<file path="src/rtl/alu_cmd_sequencer.sv">
// alu_cmd_sequencer: valid/ready command front end driving an 8-bit ALU with a 4-entry register file
module alu_cmd_sequencer #(
  parameter int DATA_W = 8,
  parameter int REG_N = 4,
  parameter int CNT_W = 16,
  localparam int IDX_W = $clog2(REG_N)
) (
  input  logic              clk,
  input  logic              rst,
  input  logic              cmd_valid,
  output logic              cmd_ready,
  input  logic              cmd_load,
  input  logic [2:0]        cmd_op,
  input  logic [IDX_W-1:0]  cmd_rd,
  input  logic [IDX_W-1:0]  cmd_rs1,
  input  logic [IDX_W-1:0]  cmd_rs2,
  input  logic [DATA_W-1:0] cmd_imm,
  output logic [DATA_W-1:0] alu_a,
  output logic [DATA_W-1:0] alu_b,
  output logic [2:0]        alu_opcode,
  input  logic [DATA_W-1:0] alu_out,
  input  logic              alu_zero,
  output logic              rsp_valid,
  input  logic              rsp_ready,
  output logic [DATA_W-1:0] rsp_data,
  output logic              rsp_zero,
  output logic              rsp_illegal,
  output logic              flag_mismatch,
  output logic [CNT_W-1:0]  op_count
);
  typedef enum logic [1:0] {IDLE, ISSUE, RESP} state_t;
  state_t state;
  logic [DATA_W-1:0] rf [REG_N];
  logic [IDX_W-1:0] rd_q;
  assign cmd_ready = (state == IDLE) && !rst;
  assign rsp_valid = (state == RESP) && !rst;
  always_ff @(posedge clk) begin
    if (rst) begin
      state <= IDLE;
      for (int i = 0; i < REG_N; i++) rf[i] <= '0;
      rd_q <= '0;
      alu_a <= '0;
      alu_b <= '0;
      alu_opcode <= '0;
      rsp_data <= '0;
      rsp_zero <= 1'b0;
      rsp_illegal <= 1'b0;
      flag_mismatch <= 1'b0;
      op_count <= '0;
    end else begin
      case (state)
        IDLE: if (cmd_valid) begin
          if (cmd_load) begin
            rf[cmd_rd] <= cmd_imm;
            rsp_data <= cmd_imm;
            rsp_zero <= (cmd_imm == '0);
            rsp_illegal <= 1'b0;
            state <= RESP;
          end else begin
            alu_a <= rf[cmd_rs1];
            alu_b <= rf[cmd_rs2];
            alu_opcode <= cmd_op;
            rd_q <= cmd_rd;
            rsp_illegal <= (cmd_op >= 3'd5);
            state <= ISSUE;
          end
        end
        ISSUE: begin
          rf[rd_q] <= alu_out;
          rsp_data <= alu_out;
          rsp_zero <= alu_zero;
          flag_mismatch <= flag_mismatch | (alu_zero != (alu_out == '0));
          state <= RESP;
        end
        RESP: if (rsp_ready) begin
          op_count <= &op_count ? op_count : op_count + 1'b1;
          state <= IDLE;
        end
        default: state <= IDLE;
      endcase
    end
  end
endmodule

</file>
<file path="config.mk">
export PLATFORM = sky130hd
export DESIGN_NAME = alu_cmd_sequencer
export DESIGN_NICKNAME = d
export VERILOG_FILES = /design/src/rtl/alu_cmd_sequencer.sv
export SDC_FILE = /design/constraint.sdc
export NUM_CORES = 1
export LEC_CHECK = 0
export ABC_AREA = 1
export BUFFER_PORTS_ARGS = -buffer_cell sky130_fd_sc_hd__buf_2
export CAP_MARGIN = 5
export CORE_ASPECT_RATIO = 1.2
export CORE_UTILIZATION = 55
export DETAILED_ROUTE_END_ITERATION = 6
export PLACE_DENSITY_LB_ADDON = 0.08
export SYNTH_ARGS = -nofsm -noshare
export SYNTH_HDL_FRONTEND = slang
export SYNTH_SLANG_ARGS = --single-unit
export TNS_END_PERCENT = 10
</file>
<file path="constraint.sdc">
create_clock -name clk -period 2.15 [get_ports clk]
set_clock_uncertainty 0.15 [all_clocks]
set_input_delay 0 -clock clk [delete_from_list [all_inputs] [get_ports clk]]
set_output_delay 0 -clock clk [all_outputs]
set_load 0.1 [all_outputs]
</file>
==> results of run 1 <==
==> worst max-delay path, stage by stage (launching register included) <==
cell and delay [ps]:
dfxtp_1 350, nor2_2 210, nand3_1 130, buf_4 230, nor2_1 140, o21ai_0 110, a21oi_1 140, dlygate4sd3_1 560
==> per-stage QoR <==
stage | cell area, um2 | util (%) | hold slack [ps] | power (uW) | setup slack (ps)
after detailed placement | 4570 | 65.5 | 126 | 2600 | -124
after global routing | 5120 | 73.4 | 94.0 | 3850 | -66.7
final | 5120 | 73.4 | 55.4 | 3690 | 95.5
after floorplan | 4070 | - | 1.24 | 2410 | 5.73
after CTS | 5110 | 73.2 | 42.0 | 3710 | 110
after global placement | 4570 | 65.5 | 111 | 2580 | -20.7
==> synth_stat cells, types with 3 or more instances <==
cell      count
edfxtp_1     32
inv_1        77
nor3_1        3
xor2_1        3
o21ai_0      83
a31oi_1       8
clkbuf_1     14
nor2_2        6
dfxtp_1      50
a21oi_1      25
nand3_1      19
a22oi_1       8
nand2_1      86
nor2_1      130
buf_2         6
==> logic make-up (layout without fill, tap and decap cells) <==
| logic type | count (synthesis) | after routing |
|---|---|---|
| flops | 82 | 82 |
| buf+inv | 101 | 222 |
| compound gates | 126 | 126 |
| simple gates | 248 | 248 |
| xor+xnor | 4 | 4 |
| fa+ha+maj | 1 | 1 |
==> area by class of cell <==
class | count | area, um2 | area share, %
Sequential cell | 82 | 1960 | 38.3
Tap cell | 87 | 109 | 2.12
Timing Repair Buffer | 127 | 846 | 16.5
Multi-Input combinational cell | 379 | 1720 | 33.5
Clock buffer | 11 | 153 | 2.98
Inverter | 79 | 300 | 5.86
Clock inverter | 5 | 33.8 | 0.659
==> layout by cell type (no fill, tap or decap), types with 8 or more instances in the layout <==
master and count:
a21oi_1 25, a22oi_1 8, a31oi_1 8, buf_2 78, buf_4 14, clkbuf_8 9
dfxtp_1 48, dlygate4sd3_1 35, edfxtp_1 32, inv_1 77, nand2_1 84, nand3_1 18
nor2_1 129, o21ai_0 83
==> how the worst max path moves through the flow <==
stage,slack (ps),depth (start not counted),to
after floorplan,6,10,op_count[1]
after global placement,-20,9,op_count[0]
after detailed placement,-120,9,op_count[8]
after CTS,110,7,rsp_data[1]
after global routing,-70,7,rsp_illegal
final,100,7,rsp_illegal
==> power groups by stage <==
stage	Sequential [uW]	Clock, uW	Combinational [uW]
global placement	1790	0	792
global route	1770	1150	932
detailed placement	1790	0	802
finish	1760	1070	871
CTS	1760	1090	860
floorplan	2150	0	268
==> per-layer routing <==
layer | vias to the layer above | global-route usage (%) | wire length, um
met3 | 29 | 4.27 | 672
met2 | 190 | 51.6 | 5300
li1 | 2034 | - | -
met4 | 0 | 13.2 | 313
met1 | 1825 | 32.7 | 4070
met5 | - | 0 | 0
==> flip-flops by register name, summed over array words and instances (netlist names) <==
name           flops
rf                32
op_count          16
rsp_zero           1
alu_opcode         3
rd_q               2
flag_mismatch      1
rsp_illegal        1
alu_b              8
rsp_data           8
state              2
alu_a              8
==> timing repair <==
| item | 4_1_cts | 5_1_grt |
|---|---|---|
| endpoints found under the hold margin | 45 | 0 |
| gates resized for setup | 1 | 4 |
| setup endpoints to repair | 12 | 26 |
| hold buffers | 35 | 0 |
==> impl_metrics.env, run 1 <==
export IMPL_nNetsFinal=710
export IMPL_required_ps=2290
export IMPL_seq_power_share_pct=47.6
export IMPL_fin_crit_ps=2050
export IMPL_numPortBuffers=78
export IMPL_ioPinCount=79
export IMPL_pwr_share_comb_pct=23.6
export IMPL_cts_tree="built"
export IMPL_ys_async_sr_fraction_pct=0
export IMPL_timing_setup_tns_ps=0
export IMPL_gr_total_overflow=0
export IMPL_track_usage_pct=28.5
export IMPL_synth_xor_area_share_pct=0.862
export IMPL_cts_sinks=82
export IMPL_pwr_share_clk_pct=28.8
export IMPL_synthDistinctLibCells=27
export IMPL_max_freq_mhz=487
export IMPL_worstHoldStart="cmd_rs2[1]"
export IMPL_status="finished clean"
export IMPL_hold_viol_final=0
export IMPL_cts_setup_buffers=0
export IMPL_swShare_pct=34.7
export IMPL_ant_nets=0
export IMPL_route_vias_total=4078
export IMPL_ys_seq_elements=82
export IMPL_arrival_ps=2200
export IMPL_netlist_area_um2=4060
export IMPL_rsz0062_at_grt="true"
export IMPL_cellInternalPower_uw=2410
export IMPL_viasPerCell=5.30
export IMPL_switching_power_uw=1280
export IMPL_die_area_um2=7740
export IMPL_synth_nets=594
export IMPL_synth_compound_area_share_pct=16.4
export IMPL_start_kind="register"
export IMPL_reg2reg_slack_ps=100
export IMPL_synth_area_top_cells="dfxtp_1, edfxtp_1, nor2_1"
export IMPL_drive_gt1_share_pct=18.0
export IMPL_antenna_found_initial=0
export IMPL_wl_mm=10.4
export IMPL_layoutNonFillerInstCount=770
export IMPL_core_area_um2=6980
export IMPL_avgSynthCellArea_um2=7.23
export IMPL_synthFlopType="dfxtp_1"
export IMPL_min_path_cells=5
export IMPL_cts_inserted_buffers=9
export IMPL_synth_top_family_by_area="simple AND/OR/NAND/NOR gates"
export IMPL_worstPathMaxFanout=23
export IMPL_synthMuxAreaShare_pct=0
export IMPL_worstSetupEndpointType="register"
export IMPL_max_cap_viol_count=0
export IMPL_place_inst=719
export IMPL_r2r_end="rsp_illegal"
export IMPL_grt_max_degree=26
export IMPL_finalCritPeriodShare_pct=95.6
export IMPL_htree_levels=3
export IMPL_grt_pass1_vias=3756
export IMPL_setup_violations=0
export IMPL_ir_worst_vdd_mv=0.472
export IMPL_leakage_uw=0.00250
export IMPL_synthAdderAreaFrac_pct=0.308
export IMPL_yosysTopAreaCell="dfxtp_1"
export IMPL_critPathKind="register to register"
export IMPL_ys_warn_count=0
export IMPL_cts_root_buf="clkbuf_8"
export IMPL_synth_top_area_share_pct=24.6
export IMPL_firstDrtPassIters=5
export IMPL_syn_inst=562
export IMPL_dpl_hpwl_mm=6.97
export IMPL_clockBufferDepth=2
export IMPL_rows=33
export IMPL_worstMarginPinSlew_ps=707
export IMPL_min_to="alu_b[5]"
export IMPL_clk_pin_slew_worst_paths_ps=90
export IMPL_n_antenna_cell=0
export IMPL_area_growth_synth_to_final_pct=26.1
export IMPL_initial_core_util_pct=58.2
export IMPL_power_density_nw_per_um2=721
export IMPL_wl_per_cell_um=13.5
export IMPL_synth_yosys_seq_area_share_pct=48.3
export IMPL_fp_dieW_um=80.5
export IMPL_die_h_um=96.2
export IMPL_finalWeightedCongestion=0.836
export IMPL_slew_limit_headroom_pct=52.8
export IMPL_synth_edf_count=32
export IMPL_reg2reg_depth=7
export IMPL_fillers=575
export IMPL_slew_viol_final=0
export IMPL_r2r_start="state[1]"
export IMPL_grt_first_pass_wirelength_mm=16.9
export IMPL_initialDrtViolationCount=241
export IMPL_critPathLaunch="state[1]"
export IMPL_clkLatencyLatePin_ps=350
export IMPL_synthSimpleGateAreaFrac_pct=24.4
export IMPL_hold_path_class="input port to register"
export IMPL_drc_errors=0
No activity file was read; power rests on OpenSTA's default activity.
==> run 2, diff against run 1 <==
--- a/constraint.sdc
+++ b/constraint.sdc
@@ -4,2 +4,2 @@
 set_output_delay 0 -clock clk [all_outputs]
-set_load 0.1 [all_outputs]
+set_load 0.005 [all_outputs]
==> impl_metrics.env, run 2 (same netlist as run 1, synthesis figures left out) <==
export IMPL_initialDrtViolationCount=294
export IMPL_grt_max_degree=29
export IMPL_slew_limit_headroom_pct=51.7
export IMPL_fin_util_pct=73.6
export IMPL_min_path_cells=5
export IMPL_cts_root_buf="clkbuf_8"
export IMPL_firstDrtPassIters=5
export IMPL_drive_gt1_share_pct=17.4
export IMPL_grt_pass1_vias=3818
export IMPL_wl_per_cell_um=13.7
export IMPL_start_kind="register"
export IMPL_grt_first_pass_wirelength_mm=17.5
export IMPL_clk_pin_slew_worst_paths_ps=100
export IMPL_clockBufferDepth=2
export IMPL_finalWeightedCongestion=0.883
export IMPL_cts_tree="built"
export IMPL_route_vias_total=4044
export IMPL_fp_dieW_um=80.5
export IMPL_die_area_um2=7740
export IMPL_rows=33
export IMPL_max_freq_mhz=475
export IMPL_top_register="rf"
export IMPL_hold_viol_final=0
export IMPL_ir_worst_vdd_mv=0.422
export IMPL_nNetsFinal=710
export IMPL_track_usage_pct=29.6
export IMPL_top_regs="rf (32), op_count (16)"
export IMPL_cts_setup_buffers=0
export IMPL_slew_viol_final=0
export IMPL_rsz0062_at_grt="true"
export IMPL_fillers=577
export IMPL_ioPinCount=79
export IMPL_final_cell_mix="nor2_1, nand2_1, o21ai_0"
export IMPL_wl_mm=10.6
export IMPL_drc_errors=0
export IMPL_status="finished clean"
export IMPL_finalCritPeriodShare_pct=97.9
export IMPL_reg2reg_depth=7
export IMPL_worstSetupEndpointType="register"
export IMPL_arrival_ps=2210
export IMPL_dpl_hpwl_mm=7.07
export IMPL_setup_violations=0
export IMPL_dpl_cell_area_um2=4570
export IMPL_core_area_um2=6980
export IMPL_final_common_cell="nor2_1"
export IMPL_htree_levels=3
export IMPL_gr_total_overflow=0
export IMPL_required_ps=2250
export IMPL_leakage_uw=0.00251
export IMPL_critPathKind="register to register"
export IMPL_worstMarginPinSlew_ps=723
export IMPL_antenna_found_initial=0
export IMPL_die_h_um=96.2
export IMPL_area_growth_synth_to_final_pct=26.5
export IMPL_ant_nets=0
export IMPL_power_density_nw_per_um2=672
export IMPL_cts_sinks=82
export IMPL_viasPerCell=5.25
export IMPL_fin_crit_ps=2110
export IMPL_worstPathMaxFanout=10
export IMPL_numPortBuffers=78
export IMPL_n_antenna_cell=0
export IMPL_initial_core_util_pct=58.2
export IMPL_fin_area_um2=5140
export IMPL_max_cap_viol_count=0
export IMPL_hold_path_class="input port to register"
export IMPL_clkLatencyLatePin_ps=360
export IMPL_largest_reg_flops=32
export IMPL_cts_inserted_buffers=9
run 2: cell count changes in the layout (fill, tap and decap cells not counted), moves of 2 or more:
| cell | change |
|---|---|
| dfxtp_2 | -2 |
| nand2_2 | -2 |
| dfxtp_1 | +2 |
| inv_6 | +5 |
| clkinv_2 | -2 |
| nand2_1 | +2 |
run 2: final timing paths:
| path | slack (ps) | from | to |
|---|---|---|---|
| max | 40 | state[0] | rsp_data[5] |
| min | 50 | cmd_rs1[1] | alu_a[6] |
| max reg2reg | 40 | state[0] | rsp_data[5] |
| min reg2reg | 310 | flag_mismatch | flag_mismatch |
run 2: through the flow:
stage | total power, uW | instances | setup TNS, ps | hold WS (ps) | worst slack, ps
2_1_floorplan | 2040 | 562 | 0 | 1.24 | 320
3_3_place_gp | 2200 | 719 | -211 | 114 | -37.5
3_5_place_dp | 2220 | 719 | -650 | 139 | -77.7
4_1_cts | 3450 | 770 | 0 | 37.3 | 85.9
5_1_grt | 3610 | 770 | -44.4 | 70.6 | -22.9
6_report | 3450 | 770 | 0 | 47.3 | 44.4
run 2: layer usage:
layer	track usage, %	share of wire [%]	up-vias
li1	-	-	2032
met5	0	0	-
met2	53.3	50	131
met3	5.69	5.4	28
met4	11.5	2.5	0
met1	34.3	42	1853
run 2: timing repair:
action / 4_1_cts / 5_1_grt
resized for setup: 1 / 2
setup endpoints to repair: 12 / 9
hold buffers: 35 / 0
endpoints found under the hold margin: 40 / 0
run 2: critical path, stage by stage, from the launching register on:
cell	delay (ps)
dfxtp_1	400
inv_1	110
nor2_1	130
buf_4	200
clkinvlp_4	190
nand2_1	130
a31oi_1	110
dlygate4sd3_1	570
run 2: power breakdown:
part	total (uW)	leakage (uW)	switching, uW	internal, uW
Clock	1200	0.000106	636	562
Sequential	1760	0.000741	51.9	1710
Combinational	492	0.00166	286	206
Total	3450	0.00251	974	2480
run 2: area by class of cell:
class	instances	area, um2	area share, %
sequential	82	1960	38.2
multi-input combinational	379	1710	33.4
timing repair buffer	127	846	16.5
inverter	79	300	5.85
clock buffer	9	124	2.41
tap	87	109	2.12
clock inverter	7	82.6	1.61
